File: src/rtl/mips_hazard_pkg.sv
// Shared types and select encodings for the EX-stage forwarding/hazard controller.
package mips_hazard_pkg;

  localparam logic [1:0] FWD_RF    = 2'b00;
  localparam logic [1:0] FWD_EXMEM = 2'b01;
  localparam logic [1:0] FWD_MEMWB = 2'b10;

  localparam int SHADOW_AW = 5;

  // Control-only view of an in-flight instruction; v=0 marks a bubble.
  typedef struct packed {
    logic                 v;
    logic [SHADOW_AW-1:0] dst;
    logic                 rw;
    logic                 mr;
  } shadow_t;

endpackage

File: src/rtl/hz_shadow_stage.sv
// One stage of the control shadow pipeline: holds while frozen, loads an empty
// entry when a bubble is requested.
module hz_shadow_stage
  import mips_hazard_pkg::*;
(
  input  logic    clk,
  input  logic    rst,
  input  logic    en_i,
  input  logic    bubble_i,
  input  shadow_t d_i,
  output shadow_t q_o
);

  shadow_t stage_q;
  shadow_t stage_d;

  always_comb begin
    stage_d = stage_q;
    if (en_i) begin
      stage_d = bubble_i ? '0 : d_i;
    end
  end

  always_ff @(posedge clk) begin
    if (rst) begin
      stage_q <= '0;
    end else begin
      stage_q <= stage_d;
    end
  end

  assign q_o = stage_q;

endmodule

File: src/rtl/fwd_hazard_ctrl.sv
// Forwarding-select, load-use stall and branch-flush control for the EX stage,
// driven from a shadow copy of the EX/MEM/WB destination fields.
module fwd_hazard_ctrl
  import mips_hazard_pkg::*;
#(
  parameter int REG_AW = SHADOW_AW,
  parameter int CNT_W  = 16
) (
  input  logic              clk,
  input  logic              rst,
  input  logic              id_valid,
  input  logic [REG_AW-1:0] id_rs,
  input  logic [REG_AW-1:0] id_rt,
  input  logic              id_rs_used,
  input  logic              id_rt_used,
  input  logic [REG_AW-1:0] id_dst,
  input  logic              id_regwrite,
  input  logic              id_memread,
  input  logic              ex_branch_taken,
  input  logic              mem_wait,
  output logic              stall_if_id,
  output logic              bubble_ex,
  output logic              flush_if_id,
  output logic [1:0]        fwd_a_sel,
  output logic [1:0]        fwd_b_sel,
  output logic [CNT_W-1:0]  stall_count
);

  shadow_t ex_q, mem_q, wb_q;
  shadow_t id_ent;
  logic    advance;
  logic    ex_bubble;
  logic    load_use;

  logic [1:0]       fwd_a_q, fwd_a_d;
  logic [1:0]       fwd_b_q, fwd_b_d;
  logic [CNT_W-1:0] cnt_q, cnt_d;

  // Newest producer wins; register 0 is hardwired and never forwarded.
  function automatic logic [1:0] fwd_sel(input logic used, input logic [REG_AW-1:0] r,
                                         input shadow_t ex, input shadow_t mem);
    logic [SHADOW_AW-1:0] rr;
    rr      = SHADOW_AW'(r);
    fwd_sel = FWD_RF;
    if (used && rr != '0) begin
      if (ex.v && ex.rw && ex.dst == rr) begin
        fwd_sel = FWD_EXMEM;
      end else if (mem.v && mem.rw && mem.dst == rr) begin
        fwd_sel = FWD_MEMWB;
      end
    end
    return fwd_sel;
  endfunction

  assign id_ent = '{v: 1'b1, dst: SHADOW_AW'(id_dst), rw: id_regwrite, mr: id_memread};

  assign load_use = id_valid && ex_q.v && ex_q.mr && ex_q.rw && ex_q.dst != '0 &&
                    ((id_rs_used && ex_q.dst == SHADOW_AW'(id_rs)) ||
                     (id_rt_used && ex_q.dst == SHADOW_AW'(id_rt)));

  // A taken branch kills the ID instruction, so flush takes precedence over stall.
  assign flush_if_id = !rst && ex_branch_taken && !mem_wait;
  assign stall_if_id = !rst && load_use && !ex_branch_taken && !mem_wait;
  assign bubble_ex   = !rst && (load_use || ex_branch_taken) && !mem_wait;

  assign advance   = !mem_wait;
  assign ex_bubble = !id_valid || bubble_ex;

  hz_shadow_stage u_ex_stage (
    .clk      (clk),
    .rst      (rst),
    .en_i     (advance),
    .bubble_i (ex_bubble),
    .d_i      (id_ent),
    .q_o      (ex_q)
  );

  hz_shadow_stage u_mem_stage (
    .clk      (clk),
    .rst      (rst),
    .en_i     (advance),
    .bubble_i (1'b0),
    .d_i      (ex_q),
    .q_o      (mem_q)
  );

  hz_shadow_stage u_wb_stage (
    .clk      (clk),
    .rst      (rst),
    .en_i     (advance),
    .bubble_i (1'b0),
    .d_i      (mem_q),
    .q_o      (wb_q)
  );

  always_comb begin
    fwd_a_d = fwd_a_q;
    fwd_b_d = fwd_b_q;
    cnt_d   = cnt_q;
    if (advance) begin
      fwd_a_d = bubble_ex ? FWD_RF : fwd_sel(id_rs_used, id_rs, ex_q, mem_q);
      fwd_b_d = bubble_ex ? FWD_RF : fwd_sel(id_rt_used, id_rt, ex_q, mem_q);
    end
    if (stall_if_id && cnt_q != '1) begin
      cnt_d = cnt_q + 1'b1;
    end
  end

  always_ff @(posedge clk) begin
    if (rst) begin
      fwd_a_q <= FWD_RF;
      fwd_b_q <= FWD_RF;
      cnt_q   <= '0;
    end else begin
      fwd_a_q <= fwd_a_d;
      fwd_b_q <= fwd_b_d;
      cnt_q   <= cnt_d;
    end
  end

  assign fwd_a_sel   = fwd_a_q;
  assign fwd_b_sel   = fwd_b_q;
  assign stall_count = cnt_q;

endmodule

File: config.mk
export PLATFORM = sky130hd
export DESIGN_NAME = fwd_hazard_ctrl
export DESIGN_NICKNAME = d
export VERILOG_FILES = /design/src/rtl/mips_hazard_pkg.sv /design/src/rtl/hz_shadow_stage.sv /design/src/rtl/fwd_hazard_ctrl.sv
export SDC_FILE = /design/constraint.sdc
export NUM_CORES = 1
export LEC_CHECK = 0
export ABC_AREA = 0
export BUFFER_PORTS_ARGS = -buffer_cell sky130_fd_sc_hd__buf_2
export CORE_MARGIN = 2
export CORE_UTILIZATION = 55
export CTS_BUF_LIST = sky130_fd_sc_hd__clkbuf_4
export CTS_CLUSTER_SIZE = 20
export DETAILED_ROUTE_END_ITERATION = 10
export PLACE_DENSITY = 0.81
export SLEW_MARGIN = 20
export SYNTH_ARGS = -nofsm -noshare
export SYNTH_HDL_FRONTEND = slang
export SYNTH_HIERARCHICAL = 1
export SYNTH_SLANG_ARGS = --single-unit
File: constraint.sdc
create_clock -name clk -period 5.25 [get_ports clk]
set_input_delay 0.525 -clock clk [delete_from_list [all_inputs] [get_ports clk]]
set_output_delay 0.525 -clock clk [all_outputs]
set_load 0.05 [all_outputs]
* Word level (Yosys, flattened, before mapping) *
Index checks and enable logic that the tools add are counted.
Widths: inputs -> output; s select.

operators by class
  eq/ne operators = 5
  mux-type cells = 9
  add/sub/neg operators = 1
  reduce and logical (&&, ||, !) cells = 33

operators by type and width
  kind                   count
  $logic_and 1x1->1      23
  $eq 5x5->1             4
  $add 16x1->16 const B  1
  $mux 2                 8
  $ne 16x16->1 const B   1
  $reduce_bool 5->1      3
  $mux 8                 1
  $logic_not 1->1        4
  $logic_or 1x1->1       3

storage, ports and cells
  register bits after elaboration = 35
  bits of input ports = 24
  output and inout bits = 23
  logic and storage cells = 58

* Logic depth before layout (Yosys ltp) *
Gate-level depths: netlist of the first run.

  depth after elaboration = 10
  gate-level depth with buffers = 8
  mapped depth without buffers = 8

* Cells and area by module *
The synthesis of the first run kept the hierarchy.

modules (own cells, without submodules)
  module           sequential area each (um^2)  instances  cells an instance  area each (um^2)
  fwd_hazard_ctrl  400.4                        1          170                1385.1
  hz_shadow_stage  160.2                        2          34                 340.3

* Worst setup path before layout of the first run *
Ideal clock, no wire load.

  path kind = input port to flip-flop
  start = input port id_rs[2]
  end = register u_ex_stage.stage_q, in the netlist u_ex_stage/q_o[0]
  data arrival time = 2.912 ns
  cell stages on the path = 8
  slack = 2.210 ns
  buffers on the path = 0
  data required time = 5.122 ns
  library setup time = 0.128 ns
  cell sequence = xnor2_1 > nand3_2 > o32ai_4 > a21oi_1 > nor3_1 > nand2b_1 > nand3b_1 > a21oi_1

between the ends
  longest elaborated chain between the ends = 9

RTL lines
  element                         RTL line               RTL
  start, declared                 fwd_hazard_ctrl.sv:12  input logic [REG_AW-1:0] id_rs,
  $eq 5x5->1                      fwd_hazard_ctrl.sv:58  ((id_rs_used && ex_q.dst == SHADOW_AW'(id_rs)) ||
  $logic_and 1x1->1               fwd_hazard_ctrl.sv:58
  $logic_or 1x1->1                fwd_hazard_ctrl.sv:58
  $logic_and 1x1->1               fwd_hazard_ctrl.sv:57  assign load_use = id_valid && ex_q.v && ex_q.mr && ex_q.rw && ex_q.dst != '0 &&
  $logic_or 1x1->1                fwd_hazard_ctrl.sv:64  assign bubble_ex = !rst && (load_use || ex_branch_taken) && !mem_wait;
  $logic_and 1x1->1 (2 in a row)  fwd_hazard_ctrl.sv:64
  named net bubble_ex             fwd_hazard_ctrl.sv:22  output logic bubble_ex,
  $logic_or 1x1->1                fwd_hazard_ctrl.sv:67  assign ex_bubble = !id_valid || bubble_ex;
  named net ex_bubble             fwd_hazard_ctrl.sv:32  logic ex_bubble;
  $mux 8                          hz_shadow_stage.sv:20  stage_d = bubble_i ? '0 : d_i;
  end signal, assigned            hz_shadow_stage.sv:28  stage_q <= stage_d;
  end, declared                   hz_shadow_stage.sv:14  shadow_t stage_q;

The timed path passes the listed nets, and every way through them passes these cells.
A chain may end at the register's enable or synchronous reset.

* Final worst setup path of the first run *
  start = register u_ex_stage.stage_q, in the netlist u_ex_stage/q_o[6]
  end = output port bubble_ex

between the ends
  longest elaborated chain between the ends = 7
  elaborated cells between the ends (all ways) = 11

RTL lines
  element                               RTL line
  $eq 5x5->1 (on tied branches)         fwd_hazard_ctrl.sv:58, fwd_hazard_ctrl.sv:59
  $logic_and 1x1->1 (on tied branches)  fwd_hazard_ctrl.sv:58, fwd_hazard_ctrl.sv:59
  $logic_or 1x1->1                      fwd_hazard_ctrl.sv:58
  $logic_and 1x1->1 *                   fwd_hazard_ctrl.sv:57
  $logic_or 1x1->1 *                    fwd_hazard_ctrl.sv:64
  $logic_and 1x1->1 * (2 in a row)      fwd_hazard_ctrl.sv:64
  end, declared                         fwd_hazard_ctrl.sv:22

Mark *: on every way between the ends. The rest lies on a longest branch, timed or not.

==> impl_metrics.yaml, run 1 <==
power_and_ir_drop:
  power.density_nw_per_um2: 199
  p_leak_nw: 0.890
  max-vdd-ir-drop_uv: 111
routing:
  initialDrtViolationCount: 111
  drtPass1Iterations: 4
  ant_nets: 0
  dr_total_vias: 1873
  avgRoutedWirePerCell_um: 13.3
  vias_per_cell: 5.57
  drt-total-wl_um: 4480
  drc: 0
clock_tree:
  clk_path_buf_depth: 2
  cts_tree: "built"
  clk_latency_ns: 0.34
  h-tree-depth: 2
  cts.sinks: 35
  cts_root_buf: "clkbuf_4"
  post_cts_buffers: 0
  numCtsBuffers: 5
  path_clk_slew_ns: 0.11
  cts_resized: 0
  postCtsHoldBufs: 0
timing:
  fin_skew_ns: 0.0111
  fmax_mhz: 349
  layout_worst_path_cycle_share: 0.546
  setup-violations-final: 0
  worst_slack_ns: 2.38
  tightest_slew_ns: 0.731
  relSlewSlack: 0.512
  drv_slew: 0
  hold_violations: 0
  rsz0062_at_grt: "no"
  fin_setup_tns_ns: 0
  worst_hold_slack_ns: 0.446
  min_period_ns: 2.87
worst_setup_path:
  cpPeakStageDelay_ns: 0.49
  critPathTopFamily: "compound AO/OA/AOI/OAI gates"
  slowest_stage: "dfxtp_1"
  cp.buffers_inverters: 1
  crit_type: "reg -> out"
  crit_required_ns: 4.72
  crit_chain: "xnor2_1 > nand3_2 > o32ai_4 > a21oi_1 > nor3_1 > buf_2"
  regToRegEndpoint: "u_ex_stage/q_o[3]"
  cp-start-kind: "flip-flop"
  rr_worst_depth: 7
  cp_max_fo: 7
  crit_path_end_kind: "primary output"
  arrival_ns: 2.34
  worstReg2RegStart: "u_ex_stage/q_o[3]"
  r2r_slack_ns: 2.86
synthesis:
  yosys_warnings: 6
  syn_avg_cell_area_um2: 8.65
  synthesis.area_um2: 2020
  synthCells: 234
final_layout:
  final_area_um2: 2350
  insertedDiodeCount: 0
  fillers: 323
  syn_to_final_growth_pct: 16.2
  num-nets-final: 312
  layout-drive-gt1-share: 0.253
placement:
  preCtsSetupSlack_ns: 2.56
  hpwl_um: 3350
  portBuffers: 46
  gp_congestion: 0.914
  postPlaceCellArea_um2: 2300
grt:
  grt_pass1_vias: 1693
  antenna_found_initial: 0
  grt_max_degree: 41
  grt_pass1_wl_um: 7640
  track_usage: 0.232
  grt_overflow_total: 0
run_status:
  status: "complete, no violations"
floorplanning:
  ios: 47
  die_x_um: 64.7
  die_area_um2: 4180
  die_y_um: 64.7
  coreArea_um2: 3610
  start_util: 0.561
  num_rows: 22
flow_run:
  drv_cap: 0
hold_path:
  hold_depth: 3
  worstHoldEndpoint: "u_ex_stage/q_o[1]"
  worst_hold_path_type: "in -> reg"
  min-delay-start: "id_regwrite"
## routing by layer
metal / up-vias / global-route usage / part of all wire / routed length (um)
li1: 949 / - / - / -
met1: 865 / 0.317 / 0.49 / 2190
met5: - / 0 / 0 / 0
met2: 51 / 0.367 / 0.45 / 2010
met3: 8 / 0.0434 / 0.047 / 209
met4: 0 / 0.0798 / 0.017 / 74
## layout by cell type, fill, tap and decap left out, drive strengths merged, types with 2 or more instances in the layout
master	count
a21oi	26
a311oi	2
and2	2
buf	46
clkbuf	5
clkinv	3
conb	8
dfxtp	35
inv	4
mux2	2
mux2i	2
nand2	12
nand2b	17
nand3	13
nand3b	17
nand4	8
nand4b	3
nor2	15
nor2b	3
nor3	6
nor3b	3
nor4	2
o21ai	9
o41ai	2
or3	6
or4	4
xnor2	14
xor2	10
## worst max path at each step
stage / to / slack (ns) / cells past startpoint / startpoint
global route: bubble_ex / 2.21 / 6 / u_ex_stage/q_o[4]
floorplan: u_ex_stage/q_o[0] / 2.21 / 8 / id_rs[2]
CTS: bubble_ex / 2.39 / 6 / u_ex_stage/q_o[6]
detailed placement: bubble_ex / 2.56 / 7 / id_rs[2]
finish: bubble_ex / 2.38 / 6 / u_ex_stage/q_o[6]
global placement: bubble_ex / 2.63 / 7 / id_rs[2]
## registers in the layout, indices dropped and copies added (netlist names)
register         cells
stall_count         16
fwd_a_sel            2
u_ex_stage/q_o       8
fwd_b_sel            2
u_mem_stage/q_o      7
## where the power goes
part           leakage, nW  total [mW]  switching (mW)  internal [mW]
Sequential           0.283       0.272         0.00403          0.268
Clock               0.0347       0.141          0.0915         0.0498
Combinational        0.572      0.0548          0.0309         0.0239
Total                0.890       0.468           0.126          0.342
## metrics by stage
step,cells,total power [mW],util
final,336,0.468,0.652
after floorplan,240,0.314,-
after CTS,336,0.471,0.652
after global placement,328,0.331,0.638
after detailed placement,328,0.333,0.638
after global routing,336,0.488,0.652
## tightest hold or removal path, cell delays in order
cell      delay, ns
buf_2          0.09
nand3b_1       0.07
a21oi_1        0.06
## final cells by class
type                            count  area, um^2  share of cell area
Multi-Input combinational cell    195        1290               0.550
Sequential cell                    35         701               0.298
Timing Repair Buffer               46         230              0.0979
Tap cell                           48        60.1              0.0255
Clock buffer                        5        37.5              0.0160
Clock inverter                      3        15.0             0.00638
Inverter                            4        15.0             0.00638
(Power assumes the default switching activity.)
==> run 2: changes to the inputs <==
--- a/config.mk
+++ b/config.mk
@@ -8,11 +8,11 @@
 export ABC_AREA = 0
 export BUFFER_PORTS_ARGS = -buffer_cell sky130_fd_sc_hd__buf_2
 export CORE_MARGIN = 2
-export CORE_UTILIZATION = 55
+export CORE_UTILIZATION = 50
 export CTS_BUF_LIST = sky130_fd_sc_hd__clkbuf_4
 export CTS_CLUSTER_SIZE = 20
 export DETAILED_ROUTE_END_ITERATION = 10
-export PLACE_DENSITY = 0.81
+export PLACE_DENSITY = 0.78
 export SLEW_MARGIN = 20
 export SYNTH_ARGS = -nofsm -noshare
 export SYNTH_HDL_FRONTEND = slang
==> constraint.sdc (replaced) <==
create_clock -name clk -period 2.3 [get_ports clk]
set_input_delay 0.23 -clock clk [delete_from_list [all_inputs] [get_ports clk]]
set_output_delay 0.23 -clock clk [all_outputs]
set_load 0.05 [all_outputs]
==> impl_metrics.yaml, run 2 (synthesized netlist as in run 1, its figures left out) <==
worst_setup_path:
  worstReg2RegStart: "u_ex_stage/q_o[4]"
  crit_path_end_kind: "primary output"
  regToRegEndpoint: "u_ex_stage/q_o[4]"
  crit_path_start: "u_ex_stage/q_o[4]"
  crit_type: "reg -> out"
  rr_worst_depth: 7
  cp-start-kind: "flip-flop"
  cp_max_fo: 6
  r2r_slack_ns: 0.20
  arrival_ns: 2.00
  crit_required_ns: 2.07
clock_tree:
  h-tree-depth: 2
  post_cts_buffers: 0
  clk_latency_ns: 0.34
  cts.sinks: 35
  cts_tree: "built"
  path_clk_slew_ns: 0.10
  clk_path_buf_depth: 2
  postCtsHoldBufs: 0
  numCtsBuffers: 5
  cts_root_buf: "clkbuf_4"
timing:
  fin_skew_ns: 0.00832
  fmax_mhz: 449
  drv_slew: 0
  fin_setup_tns_ns: 0
  layout_worst_path_cycle_share: 0.969
  setup-violations-final: 0
  worst_hold_slack_ns: 0.142
  relSlewSlack: 0.476
  tightest_slew_ns: 0.786
  hold_violations: 0
  rsz0062_at_grt: "yes"
  min_period_ns: 2.23
final_layout:
  num-nets-final: 317
  layout-drive-gt1-share: 0.287
  multi_input_area_um2: 1320
  final-seq-area_um2: 706
  final_area_um2: 2430
  fillers: 357
  largest_reg_flops: 16
  final_cell_mix: "45 x buf_2, 31 x dfxtp_1, 25 x a21oi_1, 17 x nand3b_1, 15 x nor2_1"
  mostFrequentLayoutCell: "buf_2"
  insertedDiodeCount: 0
  syn_to_final_growth_pct: 19.9
  final_util: 0.616
grt:
  grt_pass1_vias: 1738
  use_met2: 0.363
  antenna_found_initial: 0
  grt_max_degree: 39
  top_usage_layer: "met2"
  grt_use_met3: 0.0450
  grt_overflow_total: 0
  track_usage: 0.237
  groute.layer.met1.usage: 0.323
  grt_pass1_wl_um: 8050
power_and_ir_drop:
  max-vdd-ir-drop_uv: 389
  power.density_nw_per_um2: 449
  p_leak_nw: 0.918
routing:
  drt-total-wl_um: 4820
  ant_nets: 0
  initialDrtViolationCount: 91
  dr_total_vias: 1897
  avgRoutedWirePerCell_um: 14.0
  vias_per_cell: 5.53
  drtPass1Iterations: 4
  drc: 0
floorplanning:
  die_area_um2: 4570
  num_rows: 23
  ios: 47
  die_x_um: 67.6
  coreArea_um2: 3940
  die_y_um: 67.6
  start_util: 0.513
placement:
  portBuffers: 46
  postPlaceCellArea_um2: 2350
  hpwl_um: 3660
  gp_congestion: 0.864
hold_path:
  hold_depth: 3
  worst_hold_path_type: "in -> reg"
  min-delay-start: "id_dst[0]"
  worstHoldEndpoint: "u_ex_stage/q_o[2]"
run_status:
  status: "complete, no violations"
flow_run:
  drv_cap: 0
[run 2: changes by cell type in the layout (fill, tap and decap cells not counted), sizes merged]
cell	change
buf	+5
clkbuf	+1
clkinv	-1
[run 2: worst max-delay path by stage]
stage	end	slack [ns]
after floorplan	u_ex_stage/q_o[0]	0.05
after global placement	u_ex_stage/q_o[5]	0.16
after detailed placement	u_ex_stage/q_o[5]	0.07
after CTS	stall_if_id	0.003
after global routing	stall_if_id	-0.007
final	stall_if_id	0.07
[run 2: metrics by stage]
step / instances / worst slack (ns) / total power [mW]
4_1_cts: 343 / 0.00345 / 1.09
3_5_place_dp: 335 / 0.0711 / 0.766
2_1_floorplan: 240 / 0.0458 / 0.718
5_1_grt: 343 / -0.00702 / 1.13
3_3_place_gp: 335 / 0.161 / 0.763
6_report: 343 / 0.0723 / 1.09
[run 2: report_power, final]
part           internal [mW]  leakage, nW  switching [mW]  total, mW
sequential             0.613        0.284         0.00849      0.621
combinational         0.0598        0.602          0.0742      0.134
clock                  0.125       0.0307           0.209      0.334
[run 2: cell type report]
type,count,share of cell area
Sequential cell,35,0.291
Clock inverter,2,0.00309
Tap cell,50,0.0258
Multi-Input combinational cell,195,0.543
Inverter,4,0.00619
Clock buffer,6,0.0186
Timing Repair Buffer,51,0.113
[run 2: repair_timing]
action                                 CTS  global route
gates resized for setup                  4             5
endpoints found under the hold margin    0             0
setup endpoints to repair                2             2
pin swaps                                0             3
[run 2: worst max-delay path, cell delays in order, from the launching register on]
cell and delay (ns):
dfxtp_2 0.36, or4_4 0.52, o2111a_1 0.29, buf_4 0.18, nand3_2 0.10, inv_1 0.04, buf_4 0.18
[run 2: layer usage]
| metal | up-vias | wire length (um) |
|---|---|---|
| li1 | 959 | - |
| met3 | 9 | 206 |
| met4 | 0 | 101 |
| met5 | - | 0 |
| met2 | 43 | 2190 |
| met1 | 886 | 2320 |
==> run 3: changes to the inputs <==
--- a/config.mk
+++ b/config.mk
@@ -13,6 +13,7 @@
 export CTS_CLUSTER_SIZE = 20
 export DETAILED_ROUTE_END_ITERATION = 10
 export PLACE_DENSITY = 0.78
+export RECOVER_POWER = 100
 export SLEW_MARGIN = 20
 export SYNTH_ARGS = -nofsm -noshare
 export SYNTH_HDL_FRONTEND = slang
==> impl_metrics.yaml, run 3 (synthesized netlist as in run 1, its figures left out) <==
grt:
  grt_pass1_vias: 1738
  grt_max_degree: 39
  track_usage: 0.237
  antenna_found_initial: 0
  grt_pass1_wl_um: 8050
  grt_overflow_total: 0
floorplanning:
  coreArea_um2: 3940
  start_util: 0.513
  die_x_um: 67.6
  ios: 47
  die_area_um2: 4570
  die_y_um: 67.6
  num_rows: 23
power_and_ir_drop:
  seqPwrFrac: 0.571
  p_sw_mw: 0.291
  max-vdd-ir-drop_uv: 389
  power_mw: 1.09
  clkPwrFrac: 0.307
  power.share.switching: 0.268
  p_leak_nw: 0.825
  pwr-share-comb: 0.123
  p_int_mw: 0.797
  power.density_nw_per_um2: 453
timing:
  setup-violations-final: 0
  layout_worst_path_cycle_share: 0.969
  hold_violations: 0
  min_period_ns: 2.23
  fmax_mhz: 449
  rsz0062_at_grt: "yes"
  drv_slew: 0
  relSlewSlack: 0.476
  fin_skew_ns: 0.00840
  tightest_slew_ns: 0.785
clock_tree:
  cts_tree: "built"
  cts_root_buf: "clkbuf_4"
  postCtsHoldBufs: 0
  path_clk_slew_ns: 0.10
  clk_latency_ns: 0.34
  post_cts_buffers: 0
  h-tree-depth: 2
  cts.sinks: 35
  numCtsBuffers: 5
  clk_path_buf_depth: 2
final_layout:
  final_cell_mix: "31 x dfxtp_1, 25 x a21oi_1, 24 x buf_2, 21 x clkbuf_1, 17 x nand3b_1"
  multi_input_area_um2: 1320
  mostFrequentLayoutCell: "dfxtp_1"
  layout-drive-gt1-share: 0.215
  final-seq-area_um2: 706
  syn_to_final_growth_pct: 18.6
  num-nets-final: 317
  largest_reg_flops: 16
  insertedDiodeCount: 0
  final_area_um2: 2400
  fillers: 370
worst_setup_path:
  arrival_ns: 2.00
  r2r_slack_ns: 0.20
  path_depth: 6
  slowest_stage: "or4_4"
  cpPeakStageDelay_ns: 0.52
  worstReg2RegStart: "u_ex_stage/q_o[4]"
  crit_required_ns: 2.07
  crit_chain: "or4_4 > o2111a_1 > buf_4 > nand3_2 > inv_1 > buf_4"
  crit_type: "reg -> out"
  regToRegEndpoint: "u_ex_stage/q_o[4]"
  cp_common_cell: "buf_4"
  crit_end: "stall_if_id"
  crit_path_end_kind: "primary output"
  cp_max_fo: 6
  cp.buffers_inverters: 3
  critPathTopFamily: "simple AND/OR/NAND/NOR gates"
  crit_path_start: "u_ex_stage/q_o[4]"
  cp-start-kind: "flip-flop"
  rr_worst_depth: 7
placement:
  portBuffers: 46
  postPlaceCellArea_um2: 2350
  hpwl_um: 3660
  gp_congestion: 0.864
run_status:
  status: "complete, no violations"
routing:
  initialDrtViolationCount: 92
  dr_total_vias: 1907
  drc: 0
  drtPass1Iterations: 4
  drt-total-wl_um: 4820
  ant_nets: 0
  avgRoutedWirePerCell_um: 14.0
  vias_per_cell: 5.56
hold_path:
  min-delay-start: "id_dst[0]"
  worst_hold_path_type: "in -> reg"
flow_run:
  drv_cap: 0
run 3: changes by cell type in the layout (fill, tap and decap cells not counted), sizes merged:
| cell | before | now |
|---|---|---|
| buf | 51 | 30 |
| clkbuf | 6 | 27 |
run 3: power groups by stage:
stage | logic [mW] | registers, mW | clock network, mW
after floorplan | 0.0854 | 0.633 | 0
after global placement | 0.129 | 0.634 | 0
after detailed placement | 0.131 | 0.635 | 0
after CTS | 0.132 | 0.621 | 0.339
after global routing | 0.147 | 0.622 | 0.362
final | 0.134 | 0.621 | 0.334
run 3: how the worst min path moves through the flow:
stage / to / slack (ns) / cells past startpoint
after floorplan: fwd_a_sel[1] / 0.39 / 2
after global placement: fwd_a_sel[0] / 0.45 / 2
after detailed placement: fwd_a_sel[0] / 0.45 / 2
after CTS: u_ex_stage/q_o[0] / 0.14 / 3
after global routing: u_ex_stage/q_o[0] / 0.15 / 3
final: u_ex_stage/q_o[2] / 0.14 / 3
run 3: cell type report:
class / instances / share of cell area
Sequential cell: 35 / 0.294
Timing Repair Buffer: 51 / 0.103
Inverter: 4 / 0.00625
Multi-Input combinational cell: 195 / 0.549
Clock inverter: 2 / 0.00313
Tap cell: 50 / 0.0261
Clock buffer: 6 / 0.0188
run 3: stage by stage:
stage,hold slack (ns),TNS (ns),cells,utilization,setup WS (ns)
floorplan,0.387,0,240,-,0.0458
global placement,0.449,0,335,0.596,0.161
CTS,0.135,0,343,0.612,0.00345
finish,0.142,0,343,0.609,0.0723
global route,0.149,-0.00702,343,0.609,-0.00702
detailed placement,0.455,0,335,0.596,0.0711
run 3: worst min-delay path: stages:
cell and delay, ns:
buf_2 0.10, nand3b_1 0.06, a21oi_1 0.06
run 3: what timing repair did:
item / 4_1_cts / 5_1_grt
gates cloned: 0 / 0
pin swaps: 0 / 3
resized for setup: 4 / 5
endpoints found under the setup margin: 2 / 2
run 3: metal layers:
| metal | vias up | global-route usage | share of wire |
|---|---|---|---|
| li1 | 958 | - | - |
| met4 | 0 | 0.105 | 0.021 |
| met1 | 897 | 0.323 | 0.48 |
| met3 | 9 | 0.0450 | 0.043 |
| met5 | - | 0 | 0 |
| met2 | 43 | 0.363 | 0.45 |
